==> src/rtl/uart_pkg.sv <==
// uart_pkg: definitions shared by the UART transmitter and its benches.
//   state_e        transmitter FSM state encoding
//   BAUD_DIV_OPT*  baud decoder divisors; one bit period lasts divisor+1
//                  sys_clk cycles at 50 MHz
//   frame_parity   parity bit for a byte (odd = 1 selects odd parity)
package uart_pkg;

  typedef enum logic [2:0] {
    ST_IDLE   = 3'd0,
    ST_START  = 3'd1,
    ST_DATA   = 3'd2,
    ST_PARITY = 3'd3,
    ST_STOP   = 3'd4
  } state_e;

  localparam int unsigned BAUD_DIV_OPT0 = 5207;
  localparam int unsigned BAUD_DIV_OPT1 = 2603;
  localparam int unsigned BAUD_DIV_OPT2 = 867;
  localparam int unsigned BAUD_DIV_OPT3 = 217;

  // XOR of the data bits gives even parity; XOR in the odd flag flips it.
  function automatic logic frame_parity(input logic [7:0] data, input logic odd);
    return (^data) ^ odd;
  endfunction

endpackage

==> src/rtl/uart_tx_if.sv <==
// uart_tx_if: request/status bundle between a byte source and uart_tx.
//   tx_data     byte to send, LSB first
//   tx_start    single-cycle request to send tx_data
//   parity_en   1 = append a parity bit after the data bits
//   parity_odd  1 = odd parity, 0 = even (ignored when parity_en = 0)
//   tx_busy     frame in flight
//   tx_done     one-cycle pulse when the last stop bit completes
//
// Handshake: a request is the cycle in which tx_start = 1. It is accepted
// exactly when tx_busy = 0 in that cycle (tx_busy is the ready signal,
// inverted); tx_data/parity_en/parity_odd are captured in that cycle only.
// A request while tx_busy = 1 is dropped, never queued. tx_busy rises the
// cycle after acceptance and falls in the same cycle tx_done pulses, so a
// new request may be issued in the tx_done cycle.
interface uart_tx_if;
  logic [7:0] tx_data;
  logic       tx_start;
  logic       parity_en;
  logic       parity_odd;
  logic       tx_busy;
  logic       tx_done;

  modport master (
    output tx_data, tx_start, parity_en, parity_odd,
    input  tx_busy, tx_done
  );

  modport slave (
    input  tx_data, tx_start, parity_en, parity_odd,
    output tx_busy, tx_done
  );
endinterface

==> src/rtl/baud_tick_detect.sv <==
// baud_tick_detect: turns each toggle of baud_clk into a one-cycle tick.
//   sys_clk   system clock
//   reset_n   asynchronous active-low reset
//   baud_clk  divided clock from the baud decoder (already in sys_clk domain)
//   tick      high for one cycle after either edge of baud_clk
// baud_clk comes from a register clocked by sys_clk, so it is used directly
// without a synchroniser.
module baud_tick_detect (
  input  logic sys_clk,
  input  logic reset_n,
  input  logic baud_clk,
  output logic tick
);

  logic baud_clk_d;

  always_ff @(posedge sys_clk or negedge reset_n) begin
    if (!reset_n) begin
      baud_clk_d <= 1'b0;
    end else begin
      baud_clk_d <= baud_clk;
    end
  end

  assign tick = baud_clk ^ baud_clk_d;

endmodule

==> src/rtl/uart_tx.sv <==
// uart_tx: 8-bit UART transmitter, LSB first, optional parity, 1 or 2 stops.
//   STOP_BITS  stop bits per frame (1 or 2)
//   sys_clk    system clock, all state on its rising edge
//   reset_n    asynchronous active-low reset; aborts any frame, tx goes high
//   baud_clk   divided clock from the baud decoder; each toggle = one bit
//   baud_en    enable to the baud decoder, high while a frame is in flight
//   tx         serial line, idle high
//   bus        request/status bundle (slave side), see uart_tx_if
//   dbg_state  current FSM state
// All outputs are registered: the next values are computed from the next
// state so tx changes on the same edge as the state.
module uart_tx
  import uart_pkg::*;
#(
  parameter int STOP_BITS = 1
) (
  input  logic      sys_clk,
  input  logic      reset_n,
  input  logic      baud_clk,
  output logic      baud_en,
  output logic      tx,
  uart_tx_if.slave  bus,
  output state_e    dbg_state
);

  // Value of the stop counter on the tick that ends the frame.
  localparam logic STOP_LAST = 1'(STOP_BITS - 1);

  logic       tick;
  state_e     state, state_n;
  logic [2:0] bit_idx, idx_n;
  logic       stop_cnt, stop_n;
  logic [7:0] data_q, data_n;
  logic       pen_q, pen_n;
  logic       par_q, par_n;
  logic       tx_q, tx_n;
  logic       en_q, en_n;
  logic       busy_q, busy_n;
  logic       done_q, done_n;

  baud_tick_detect u_tick (
    .sys_clk  (sys_clk),
    .reset_n  (reset_n),
    .baud_clk (baud_clk),
    .tick     (tick)
  );

  always_ff @(posedge sys_clk or negedge reset_n) begin
    if (!reset_n) begin
      state    <= ST_IDLE;
      bit_idx  <= 3'd0;
      stop_cnt <= 1'b0;
      data_q   <= 8'd0;
      pen_q    <= 1'b0;
      par_q    <= 1'b0;
      tx_q     <= 1'b1;
      en_q     <= 1'b0;
      busy_q   <= 1'b0;
      done_q   <= 1'b0;
    end else begin
      state    <= state_n;
      bit_idx  <= idx_n;
      stop_cnt <= stop_n;
      data_q   <= data_n;
      pen_q    <= pen_n;
      par_q    <= par_n;
      tx_q     <= tx_n;
      en_q     <= en_n;
      busy_q   <= busy_n;
      done_q   <= done_n;
    end
  end

  always_comb begin
    state_n = state;
    idx_n   = bit_idx;
    stop_n  = stop_cnt;
    data_n  = data_q;
    pen_n   = pen_q;
    par_n   = par_q;
    done_n  = 1'b0;

    case (state)
      // Ticks are ignored here; only a request moves the FSM, and the
      // options are captured so later input activity cannot alter the frame.
      ST_IDLE: begin
        if (bus.tx_start) begin
          data_n  = bus.tx_data;
          pen_n   = bus.parity_en;
          par_n   = frame_parity(bus.tx_data, bus.parity_odd);
          idx_n   = 3'd0;
          stop_n  = 1'b0;
          state_n = ST_START;
        end
      end
      ST_START: begin
        if (tick) begin
          idx_n   = 3'd0;
          state_n = ST_DATA;
        end
      end
      ST_DATA: begin
        if (tick) begin
          idx_n = bit_idx + 3'd1;
          if (bit_idx == 3'd7) begin
            stop_n  = 1'b0;
            state_n = pen_q ? ST_PARITY : ST_STOP;
          end
        end
      end
      ST_PARITY: begin
        if (tick) begin
          stop_n  = 1'b0;
          state_n = ST_STOP;
        end
      end
      ST_STOP: begin
        if (tick) begin
          if (stop_cnt == STOP_LAST) begin
            stop_n  = 1'b0;
            done_n  = 1'b1;
            state_n = ST_IDLE;
          end else begin
            stop_n = stop_cnt + 1'b1;
          end
        end
      end
      default: begin
        state_n = ST_IDLE;
      end
    endcase

    case (state_n)
      ST_START:  tx_n = 1'b0;
      ST_DATA:   tx_n = data_n[idx_n];
      ST_PARITY: tx_n = par_n;
      default:   tx_n = 1'b1;
    endcase

    en_n   = (state_n != ST_IDLE);
    busy_n = (state_n != ST_IDLE);
  end

  assign tx          = tx_q;
  assign baud_en     = en_q;
  assign bus.tx_busy = busy_q;
  assign bus.tx_done = done_q;
  assign dbg_state   = state;

endmodule

==> src/flat_wrapper.sv <==
// flat-port wrapper written by rule: the top's interface ports become plain ports
module uart_tx_flat import uart_pkg::*;
#(
  parameter int STOP_BITS = 1
)
  (sys_clk, reset_n, baud_clk, baud_en, tx, dbg_state, bus_tx_data, bus_tx_start, bus_parity_en, bus_parity_odd, bus_tx_busy, bus_tx_done);
  uart_tx_if bus_i ();
  input  logic sys_clk;
  input  logic reset_n;
  input  logic baud_clk;
  output logic baud_en;
  output logic tx;
  output state_e dbg_state;
  input wire logic [$bits(bus_i.tx_data)-1:0] bus_tx_data;
  input wire logic [$bits(bus_i.tx_start)-1:0] bus_tx_start;
  input wire logic [$bits(bus_i.parity_en)-1:0] bus_parity_en;
  input wire logic [$bits(bus_i.parity_odd)-1:0] bus_parity_odd;
  output wire logic [$bits(bus_i.tx_busy)-1:0] bus_tx_busy;
  output wire logic [$bits(bus_i.tx_done)-1:0] bus_tx_done;
  assign bus_i.tx_data = bus_tx_data;
  assign bus_i.tx_start = bus_tx_start;
  assign bus_i.parity_en = bus_parity_en;
  assign bus_i.parity_odd = bus_parity_odd;
  assign bus_tx_busy = bus_i.tx_busy;
  assign bus_tx_done = bus_i.tx_done;
  uart_tx #(.STOP_BITS(STOP_BITS)) u_core (.sys_clk(sys_clk), .reset_n(reset_n), .baud_clk(baud_clk), .baud_en(baud_en), .tx(tx), .bus(bus_i), .dbg_state(dbg_state));
endmodule
==> config.mk <==
export PLATFORM = sky130hd
export DESIGN_NAME = uart_tx_flat
export DESIGN_NICKNAME = d
export VERILOG_FILES = /design/src/rtl/uart_pkg.sv /design/src/rtl/uart_tx_if.sv /design/src/rtl/baud_tick_detect.sv /design/src/rtl/uart_tx.sv /design/src/flat_wrapper.sv
export SDC_FILE = /design/constraint.sdc
export NUM_CORES = 1
export LEC_CHECK = 0
export CAP_MARGIN = 30
export CORE_UTILIZATION = 51
export CTS_CLUSTER_DIAMETER = 100
export DETAILED_ROUTE_END_ITERATION = 6
export PLACE_DENSITY = 0.8
export SLEW_MARGIN = 25
export SYNTH_ARGS = -nofsm -noshare
export SYNTH_HDL_FRONTEND = slang
export SYNTH_HIERARCHICAL = 1
export SYNTH_SLANG_ARGS = --single-unit
==> constraint.sdc <==
create_clock -name sys_clk -period 2.9 [get_ports sys_clk]
set_input_delay 0.58 -clock sys_clk [delete_from_list [all_inputs] [get_ports sys_clk]]
set_output_delay 0.58 -clock sys_clk [all_outputs]
set_load 0.05 [all_outputs]
Yosys cells after proc, flatten, opt, wreduce, memory -nomap -nowiden

Cells that the tools add are included.

Register bits after elaboration: 21
Bits of input ports: 14
Output and inout bits: 7
Word-level logic and storage cells: 64

Add/subtract/negate cells: 2
Order comparisons: 1
Eq/ne operators: 13
Multiplexer cells: 30
Bitwise gates (word level): 2
Reduce and logical (&&, ||, !) cells: 6

Operator list:

| kind                                                                         | count |
|---|---|
| 3-bit 2-to-1 mux                                                             | 11 |
| 8-bit 2-to-1 mux                                                             | 2 |
| 3-bit case mux with 5 select lines                                           | 1 |
| 3-bit by 2-bit == test with 1-bit output, second input constant              | 4 |
| 1-bit 2-to-1 mux                                                             | 12 |
| 3-bit case mux with 3 select lines                                           | 1 |
| 2-bit by 1-bit inequality test with 1-bit output, second input constant      | 4 |
| 8-bit parity                                                                 | 1 |
| 3-bit by 1-bit == test with 1-bit output, second input constant              | 2 |
| 3-bit == test, second input constant                                         | 2 |
| 6-bit AND reduction                                                          | 1 |
| 3-bit by 4-bit less-than comparator with 1-bit output, second input constant | 1 |
| 1-bit case mux with 4 select lines                                           | 1 |
| 4-bit nonzero test                                                           | 1 |
| 3-bit by 1-bit adder with 3-bit output, second input constant                | 1 |
| 1-bit binary-select mux with 3-bit select                                    | 1 |
| 3-bit logical NOT                                                            | 1 |
| 1-bit case mux with 3 select lines                                           | 1 |
| 3-bit nonzero test                                                           | 1 |
| 2-bit inequality test, second input constant                                 | 1 |
| 2-bit AND reduction                                                          | 1 |
| 1-bit XOR                                                                    | 2 |
| 1-bit adder, second input constant                                           | 1 |

Logic depth before layout (Yosys ltp)

Gate-level depths: netlist (run 1).

Depth after elaboration: 6
Mapped depth: 10
Mapped depth without buffers: 9

By module

Netlist (run 1), hierarchy kept.

By module, submodules not included:

| module           | times used | cells an instance | area an instance (um^2) | sequential area each (um^2) |
|---|---|---|---|---|
| uart_tx          | 1          | 98                | 1102.3                  | 476.7 |
| baud_tick_detect | 1          | 2                 | 33.8                    | 25.0 |

Worst setup path before layout (run 1)

Ideal clock, no wire load.

Path type: reg2reg
Start point: register u_core.state[2] (netlist: u_core/dbg_state[2])
End point: register u_core.tx_q (netlist: u_core/tx)
Setup time: 82 ps
Arrival time: 2150 ps
Required time: 2818 ps
Slack: 669 ps
Stages on the path, launching flop included: 9
Path buffers: 2
Cells stage by stage: dfrtp_1 -> buf_4 -> nor4b_4 -> buf_6 -> mux2_4 -> o21bai_1 -> o211ai_1 -> a211oi_2 -> a211o_1

Longest elaborated chain between the ends: 5
Elaborated cells between the ends (all ways): 22
Classes of those cells: eq/ne (7); mux (14); reduce/logical (1)

RTL lines:

| what                                      | line           | text |
|---|---|---|
| start: declaration                        | uart_tx.sv:30  | `state_e state, state_n;` |
| start signal: assignment                  | uart_tx.sv:61  | `state <= state_n;` |
| 3-bit logical NOT                         | uart_tx.sv:83  | `case (state)` |
| 8-bit 2-to-1 mux                          | uart_tx.sv:83  |  |
| via u_core.data_n[5]                      | uart_tx.sv:33  | `logic [7:0] data_q, data_n;` |
| 1-bit binary-select mux with 3-bit select | uart_tx.sv:135 | `ST_DATA: tx_n = data_n[idx_n];` |
| 1-bit 2-to-1 mux (implied by the code)    | uart_tx.sv:135 |  |
| 1-bit case mux with 3 select lines        | uart_tx.sv:133 | `case (state_n)` |
| via u_core.tx_n                           | uart_tx.sv:36  | `logic tx_q, tx_n;` |
| end signal: assignment                    | uart_tx.sv:67  | `tx_q <= tx_n;` |
| end: declaration                          | uart_tx.sv:36  |  |

The timed path passes the listed nets, and every way through them passes these cells. The select of a mux whose other input is x is not followed.
A chain may end at the register's enable or synchronous reset.

Worst setup path in the final report (run 1)

Start point: input port baud_clk
End point: register u_core.tx_q (netlist: u_core/tx)

Longest elaborated chain between the ends: 6
Elaborated cells between the ends (all ways): 15
Classes of those cells: eq/ne (3); mux (11); bitwise (1)

RTL lines:

| what                                       | line                          | text |
|---|---|---|
| start: declaration                         | flat_wrapper.sv:10            | `input logic baud_clk;` |
| 1-bit XOR (*)                              | baud_tick_detect.sv:25        | `assign tick = baud_clk ^ baud_clk_d;` |
| via u_core.tick                            | uart_tx.sv:29                 | `logic tick;` |
| 3-bit 2-to-1 mux, on equally long branches | uart_tx.sv:103, uart_tx.sv:97 |  |
| 3-bit case mux with 3 select lines         | uart_tx.sv:83                 |  |
| 1-bit binary-select mux with 3-bit select  | uart_tx.sv:135                |  |
| 1-bit 2-to-1 mux (implied by the code)     | uart_tx.sv:135                |  |
| 1-bit case mux with 3 select lines (*)     | uart_tx.sv:133                |  |
| via u_core.tx_n                            | uart_tx.sv:36                 |  |

Mark *: on every way through the listed nets, which the timed path passes. The rest lies on a longest branch. The select of a mux whose other input is x is not followed.

==> flow_summary.json, run 1 <==
{
  "yosys_warnings": 6,
  "ant_nets": 0,
  "cts_setup_buffers": 0,
  "finalWorstSetupSlack_ps": 304.0,
  "antenna_found_initial": 0,
  "cp.arrival_ps": 2840,
  "clk_latency_ps": 290,
  "io_buffers": 20,
  "slew_headroom": 0.4461,
  "syn2layout_area_growth_pct": 23.35,
  "tns_ps": 0,
  "dp_cells": 145,
  "drtIter0Drc": 24,
  "whs_ps": 507.1,
  "fmax_ghz": 0.3852,
  "grt_max_degree": 21,
  "hp-class": "reg -> reg",
  "outcome": "finished, final reports clean",
  "power.total_mw": 1.424,
  "synth_nets": 117,
  "ys_types": 40,
  "worstSetupPathType": "in -> reg",
  "io_pins": 21,
  "drt_wl_total_um": 2210,
  "ys_ff_latch": 20,
  "rsz0062_at_grt": "no",
  "dpl.hpwl_um": 1712,
  "synthArstFlopShare": 1.000,
  "syn_inst": 100,
  "drc": 0,
  "end_kind": "flop",
  "post_synth.cell_area_avg_um2": 11.36,
  "crit_slowest_cell": "clkdlybuf4s50_1",
  "tightest_slew_ps": 828.3,
  "cts.clk_slew.worst_paths_ps": 110,
  "finalSetupViolCount": 0,
  "cts_tree": "built",
  "netlist_area_um2": 1136,
  "post_cts_resized": 0,
  "start_util": 0.5619,
  "seq_area_frac_synth": 0.4416,
  "cp_cell_sequence": "clkdlybuf4s50_1 -> xor2_1 -> buf_4 -> nand2_1 -> o41ai_1 -> buf_4 -> nor3_1 -> a211o_1 -> a211oi_2 -> a211o_1",
  "floorplan.rows": 16,
  "pre_cts_ws_ps": 102.8,
  "place_area_um2": 1365,
  "powerDensity_nw_per_um2": 1017,
  "final_cell_mix": "clkdlybuf4s50_1 (20), dfrtp_1 (19), mux2_2 (7), inv_1 (7), xnor2_1 (5)",
  "hold_violations": 0,
  "finalNonFillerCells": 149,
  "cts_root_buf": "clkbuf_4",
  "hold_buffers": 0,
  "vias_per_cell": 5.497,
  "layout_commonest_cell": "clkdlybuf4s50_1",
  "max_stage_delay_ps": 490,
  "grt-ovfl-total": 0,
  "required_ps": 3150,
  "track_usage": 0.2104,
  "synth_edf_count": 0,
  "drive_above_1_share": 0.1803,
  "clockBufferDepth": 2,
  "fin_area_um2": 1401,
  "finClkSkew_ps": 1.331,
  "cp-start-kind": "input pin",
  "drt_pass1_iterations": 4,
  "cts_sinks": 20,
  "finalCritPeriodShare": 0.8952,
  "grt_pass1_vias": 789,
  "vdd_drop_max_mv": 0.6508,
  "fin_nets": 140,
  "ctsHtreeMaxLevel": 1,
  "dieArea_um2": 2420,
  "final_util": 0.6931,
  "die_h_um": 49.20,
  "wire_per_inst_um": 14.83,
  "cp_max_fo": 8,
  "finalWeightedCongestion": 0.8878,
  "drv_cap": 0,
  "p_leak_nw": 0.6056,
  "grt_pass1_wl_um": 3739,
  "slew_viol_final": 0,
  "cts_inserted_buffers": 3,
  "core_um2": 2022,
  "die_w_um": 49.20,
  "diodes": 0,
  "fin_crit_ps": 2596,
  "vias": 819,
  "ys.flop_type": "dfrtp_1"
}
## cell families after synthesis
logic type	after synthesis	synth area share
XOR/XNOR	9	0.08150
multiplexers	12	0.1178
flip-flops	20	0.4416
AND/OR/NAND/NOR	20	0.1079
buffers and inverters	14	0.07159
adder cells (fa/ha/maj)	3	0.03304
AO/OA/AOI/OAI	22	0.1465
## cell type report
type	count	area (um2)
Fill cell	150	620.6
Multi-Input combinational cell	66	553.0
Sequential cell	20	501.7
Timing Repair Buffer	25	250.2
Clock buffer	4	36.28
Tap cell	27	33.78
Inverter	7	26.28
## Yosys cell counts (all sizes together) (2+ instances only)
library cell   n  share of area
a21oi          4          0.018
or2            2          0.011
buf            7          0.048
nor2b          3          0.017
mux2           8          0.083
nor2           4          0.013
dfrtp         19           0.42
inv            7          0.023
mux2i          4          0.035
xor2           3          0.023
ha             3          0.033
a211o          2          0.015
xnor2          5          0.039
o21ai          4          0.018
a221oi         2          0.021
nand2          4          0.013
## worst paths after layout
check | startpoint | end | slack (ps) | cells past startpoint
worst max-delay path | baud_clk | u_core/tx$_DFF_PN1_ | 300 | 10
worst min-delay path | u_core/data_q[5]$_DFF_PN0_ | u_core/data_q[5]$_DFF_PN0_ | 510 | 1
worst max register to register | u_core/bit_idx[0]$_DFF_PN0_ | u_core/tx$_DFF_PN1_ | 550 | 9
worst min register to register | u_core/data_q[5]$_DFF_PN0_ | u_core/data_q[5]$_DFF_PN0_ | 510 | 1
max in group asynchronous | reset_n | u_core/data_q[6]$_DFF_PN0_ | 1640 | 1
min in group asynchronous | reset_n | u_core/u_tick/baud_clk_d$_DFF_PN0_ | 750 | 1
## power by group
group          leakage, nW  internal (mW)  switching (mW)
Clock               0.0210         0.0765          0.0815
Combinational        0.340          0.359           0.405
Sequential           0.245          0.398           0.105
Total                0.606          0.833           0.592
## flip-flops by register name, indices dropped and copies added (netlist names)
signal                    flops
u_core/dbg_state              3
u_core/pen_q                  1
u_core/data_q                 8
u_core/u_tick/baud_clk_d      1
u_core/tx                     1
u_core/bus.tx_busy            1
u_core/bus.tx_done            1
u_core/bit_idx                3
u_core/par_q                  1
## layer usage
layer	global-route usage	wire, um
met3	0.02804	132
met5	0	0
met2	0.3379	1087
met4	0.09804	38
met1	0.2805	952
## worst max-delay path: cells and delay by family
kind | cells | cell delay, ps
compound gates | 4 | 1050
buf+inv | 3 | 870
xor+xnor | 1 | 190
simple gates | 2 | 150
No activity file was read; power rests on OpenSTA's default activity.
==> run 2: changes to the inputs <==
--- a/config.mk
+++ b/config.mk
@@ -5,12 +5,13 @@
 export SDC_FILE = /design/constraint.sdc
 export NUM_CORES = 1
 export LEC_CHECK = 0
+export ABC_CLOCK_PERIOD_IN_PS = 2900
 export CAP_MARGIN = 30
 export CORE_UTILIZATION = 51
 export CTS_CLUSTER_DIAMETER = 100
 export DETAILED_ROUTE_END_ITERATION = 6
 export PLACE_DENSITY = 0.8
-export SLEW_MARGIN = 25
+export SLEW_MARGIN = 30
 export SYNTH_ARGS = -nofsm -noshare
 export SYNTH_HDL_FRONTEND = slang
 export SYNTH_HIERARCHICAL = 1
==> constraint.sdc (replaced) <==
create_clock -name sys_clk -period 2.9 [get_ports sys_clk]
set_input_delay 0.87 -clock sys_clk [delete_from_list [all_inputs] [get_ports sys_clk]]
set_output_delay 0.87 -clock sys_clk [all_outputs]
set_load 0.05 [all_outputs]
==> run 2 against run 1 <==
Effect of this change:
- wire length is 2.5% lower
- non-clock buffer count is 5 higher
- final area increased by 2.9%
- maximum frequency is 5.1% lower
- total power grew 0.45%
- clock skew up 5.0 ps
- core utilization rose by 2.0 points
- setup slack worse by 140 ps
- final cell count grew 3.4%
- critical endpoint is now dbg_state[2]
==> flow_summary.json, run 2 (same netlist as run 1, synthesis figures left out) <==
{
  "finalCritPeriodShare": 0.9431,
  "required_ps": 2030,
  "cts_root_buf": "clkbuf_4",
  "cp_cell_sequence": "clkdlybuf4s50_1",
  "syn2layout_area_growth_pct": 26.98,
  "grt_pass1_vias": 837,
  "drt_wl_total_um": 2154,
  "io_pins": 21,
  "slew_headroom": 0.6722,
  "clockBufferDepth": 2,
  "die_h_um": 49.20,
  "clk_latency_ps": 300,
  "fin_nets": 145,
  "die_w_um": 49.20,
  "top_register": "u_core/data_q",
  "dpl.hpwl_um": 1657,
  "finClkSkew_ps": 6.321,
  "outcome": "finished, final reports clean",
  "track_usage": 0.1979,
  "p_leak_nw": 0.6348,
  "cts_sinks": 20,
  "finalWeightedCongestion": 0.8771,
  "finalNonFillerCells": 154,
  "crit_path_start": "u_core/dbg_state[2]$_DFF_PN0_",
  "finalWorstSetupSlack_ps": 164.9,
  "rsz0062_at_grt": "no",
  "io_buffers": 20,
  "worstHoldStart": "u_core/data_q[7]$_DFF_PN0_",
  "cts_inserted_buffers": 3,
  "drive_above_1_share": 0.2362,
  "end_kind": "output pin",
  "max_stage_delay_ps": 900,
  "fmax_ghz": 0.3656,
  "start_util": 0.5619,
  "cts.clk_slew.worst_paths_ps": 120,
  "cts_tree": "built",
  "vias": 842,
  "critPathBufInv": 1,
  "grt_max_degree": 21,
  "floorplan.rows": 16,
  "drt_pass1_iterations": 4,
  "hold_violations": 0,
  "final_cell_mix": "clkdlybuf4s50_1 (20), dfrtp_1 (19), buf_4 (10)",
  "ctsHtreeMaxLevel": 1,
  "finalSetupViolCount": 0,
  "crit_slowest_cell": "clkdlybuf4s50_1",
  "grt_pass1_wl_um": 3677,
  "critPathTopFamily": "buffers and inverters",
  "drv_cap": 0,
  "grt-ovfl-total": 0,
  "vdd_drop_max_mv": 0.6996,
  "cts_setup_buffers": 0,
  "diodes": 0,
  "cp-start-kind": "flop",
  "drc": 0,
  "largest_reg_flops": 8,
  "vias_per_cell": 5.468,
  "worstSetupPathType": "reg -> out",
  "cp.arrival_ps": 1870,
  "core_um2": 2022,
  "dieArea_um2": 2420,
  "r2r_start": "u_core/dbg_state[2]$_DFF_PN0_",
  "pre_cts_ws_ps": -287.3,
  "tightest_slew_ps": 490.2,
  "cp_max_fo": 12,
  "hold_buffers": 0,
  "drtIter0Drc": 22,
  "antenna_found_initial": 0,
  "fin_crit_ps": 2735,
  "dp_cells": 150,
  "powerDensity_nw_per_um2": 991.9,
  "ant_nets": 0,
  "wire_per_inst_um": 13.99,
  "hp-class": "reg -> reg",
  "layout_commonest_cell": "clkdlybuf4s50_1",
  "slew_viol_final": 0
}
-- run 2: repair_timing --
item / 4_1_cts / 5_1_grt
resized for setup: 0 / 3
hold endpoints to repair: 0 / 0
setup endpoints to repair: 0 / 1
-- run 2: per-stage QoR --
| step | area [um2] | power, mW | util | TNS (ps) | hold WS (ps) |
|---|---|---|---|---|---|
| floorplan | 1136 | 1.063 | - | 0 | 447.3 |
| global route | 1443 | 1.526 | 0.7135 | 0 | 522.5 |
| detailed placement | 1390 | 1.264 | 0.6875 | -287.3 | 486.3 |
| CTS | 1426 | 1.426 | 0.7054 | 0 | 512.3 |
| global placement | 1390 | 1.241 | 0.6875 | -194.9 | 481.9 |
| finish | 1443 | 1.431 | 0.7135 | 0 | 509.3 |
-- run 2: cell type report --
cell class,instances,area [um2]
sequential,20,501.7
inverter,7,26.28
multi-input combinational,66,569.3
clock buffer,4,36.28
tap,27,33.78
timing repair buffer,30,275.3
fill,150,579.3
-- run 2: path summary, 6_finish.rpt --
check                                                endpoint  slack (ps)  cells past startpoint
min in group asynchronous  u_core/u_tick/baud_clk_d$_DFF_PN0_         880                      2
hold reg to reg                    u_core/data_q[7]$_DFF_PN0_         510                      1
setup / recovery                                 dbg_state[2]         160                      1
setup reg to reg                          u_core/tx$_DFF_PN1_         710                      7
hold / removal                     u_core/data_q[7]$_DFF_PN0_         510                      1
max in group asynchronous                 u_core/tx$_DFF_PN1_        1740                      2
-- run 2: power breakdown --
| group | switching [mW] | internal (mW) |
|---|---|---|
| clock network | 0.0855 | 0.0764 |
| registers | 0.0813 | 0.398 |
| logic | 0.424 | 0.366 |
-- run 2: layer usage --
layer	vias to the layer above	share of wire	track usage
li1	409	-	-
met1	409	0.46	0.2742
met2	22	0.48	0.2991
met3	2	0.058	0.04361
met4	0	0.0060	0.07843
met5	-	0	0
==> run 3: changes to the inputs <==
--- a/config.mk
+++ b/config.mk
@@ -11,6 +11,7 @@
 export CTS_CLUSTER_DIAMETER = 100
 export DETAILED_ROUTE_END_ITERATION = 6
 export PLACE_DENSITY = 0.8
+export RECOVER_POWER = 50
 export SLEW_MARGIN = 30
 export SYNTH_ARGS = -nofsm -noshare
 export SYNTH_HDL_FRONTEND = slang
==> run 3 against run 2 <==
Effect of this change:
- critical path depth is the same
- global-route usage is the same
- sequential share of layout area grew 0.091 points
- wire length shrank 0.23%
- sequential power is essentially flat
- setup slack gained 0.75 ps
- clock skew shrank 3.6 ps
- final cell count is the same
- combinational power is essentially flat
- first-iteration DRC count is the same
- total power shrank 0.14%
- largest cell class unchanged
==> flow_summary.json, run 3 (same netlist as run 1, synthesis figures left out) <==
{
  "outcome": "finished, final reports clean",
  "io_pins": 21,
  "diodes": 0,
  "dieArea_um2": 2420,
  "drc": 0,
  "antenna_found_initial": 0,
  "clockBufferDepth": 2,
  "required_ps": 2030,
  "finClkSkew_ps": 2.709,
  "floorplan.rows": 16,
  "cp_max_fo": 12,
  "fmax_ghz": 0.3657,
  "grt_max_degree": 21,
  "cts_sinks": 20,
  "grt-ovfl-total": 0,
  "rsz0062_at_grt": "no",
  "tightest_slew_ps": 1036,
  "hold_buffers": 0,
  "syn2layout_area_growth_pct": 26.65,
  "clk_latency_ps": 290,
  "cp-start-kind": "flop",
  "cp_cell_sequence": "clkdlybuf4s50_1",
  "fin_nets": 145,
  "cts_setup_buffers": 0,
  "die_w_um": 49.20,
  "finalSetupViolCount": 0,
  "cts.clk_slew.worst_paths_ps": 110,
  "top_register": "u_core/data_q",
  "finalCritPeriodShare": 0.9429,
  "cts_root_buf": "clkbuf_4",
  "final_util": 0.7116,
  "powerDensity_nw_per_um2": 993.0,
  "vdd_drop_max_mv": 0.6970,
  "r2r_slack_ps": 710,
  "critPathBufInv": 1,
  "critPathTopFamily": "buffers and inverters",
  "pre_cts_ws_ps": -287.3,
  "n_fill_cell": 150,
  "seqCellArea_um2": 501.7,
  "drtIter0Drc": 22,
  "largest_reg_flops": 8,
  "p_leak_nw": 0.6314,
  "fin_crit_ps": 2734,
  "end_kind": "output pin",
  "die_h_um": 49.20,
  "core_um2": 2022,
  "final_cell_mix": "clkdlybuf4s50_1 (19), dfrtp_1 (19), buf_4 (9)",
  "worstSetupPathType": "reg -> out",
  "dpl.hpwl_um": 1657,
  "drt_pass1_iterations": 4,
  "finalWorstSetupSlack_ps": 165.7,
  "ctsHtreeMaxLevel": 1,
  "post_cts_resized": 0,
  "drive_above_1_share": 0.2283,
  "cts_tree": "built",
  "io_buffers": 20,
  "start_util": 0.5619,
  "drt_wl_total_um": 2149,
  "vias": 850,
  "vias_per_cell": 5.519,
  "track_usage": 0.1979,
  "hp-class": "reg -> reg",
  "multiInputGateArea_um2": 569.3,
  "hold_violations": 0,
  "drv_cap": 0,
  "slew_headroom": 0.3091,
  "grt_pass1_vias": 837,
  "max_stage_delay_ps": 900,
  "wire_per_inst_um": 13.95,
  "finalWeightedCongestion": 0.8771,
  "cts_inserted_buffers": 3,
  "cp.arrival_ps": 1860,
  "slew_viol_final": 0,
  "grt_pass1_wl_um": 3677,
  "ant_nets": 0,
  "crit_slowest_cell": "clkdlybuf4s50_1"
}
==> run 3: final timing paths <==
kind / cells after the start / endpoint / startpoint
worst min register to register: 1 / u_core/data_q[7]$_DFF_PN0_ / u_core/data_q[7]$_DFF_PN0_
worst max-delay path: 1 / dbg_state[2] / u_core/dbg_state[2]$_DFF_PN0_
min in group asynchronous: 2 / u_core/u_tick/baud_clk_d$_DFF_PN0_ / reset_n
worst max register to register: 6 / u_core/tx$_DFF_PN1_ / u_core/dbg_state[2]$_DFF_PN0_
max in group asynchronous: 2 / u_core/bit_idx[0]$_DFF_PN0_ / reset_n
worst min-delay path: 1 / u_core/data_q[7]$_DFF_PN0_ / u_core/data_q[7]$_DFF_PN0_
==> run 3: through the flow <==
stage	power (mW)	setup TNS, ps	cells	hold slack (ps)	instance area [um2]
2_1_floorplan	1.063	0	100	447.3	1136
3_3_place_gp	1.241	-194.9	150	481.9	1390
3_5_place_dp	1.264	-287.3	150	486.3	1390
4_1_cts	1.426	0	154	512.3	1426
5_1_grt	1.525	0	154	522.5	1439
6_report	1.429	0	154	509.2	1439
==> run 3: final cells by class <==
| class | count | area share |
|---|---|---|
| well taps | 27 | 0.02348 |
| clock buffers | 4 | 0.02522 |
| repair buffers | 30 | 0.1887 |
| inverters | 7 | 0.01826 |
| multi-input cells | 66 | 0.3957 |
| flip-flops and latches | 20 | 0.3487 |
==> run 3: report_power, final <==
part	switching [mW]	leakage (nW)	internal, mW
registers	0.0819	0.245	0.398
logic	0.424	0.366	0.365
clock network	0.0830	0.0210	0.0764
==> run 3: per-layer routing <==
| layer | vias up | track usage | part of all wire | routed length (um) |
|---|---|---|---|---|
| li1 | 408 | - | - | - |
| met4 | 0 | 0.07843 | 0.0079 | 17 |
| met5 | - | 0 | 0 | 0 |
| met2 | 26 | 0.2991 | 0.48 | 1023 |
| met1 | 414 | 0.2742 | 0.46 | 985 |
| met3 | 2 | 0.04361 | 0.057 | 123 |
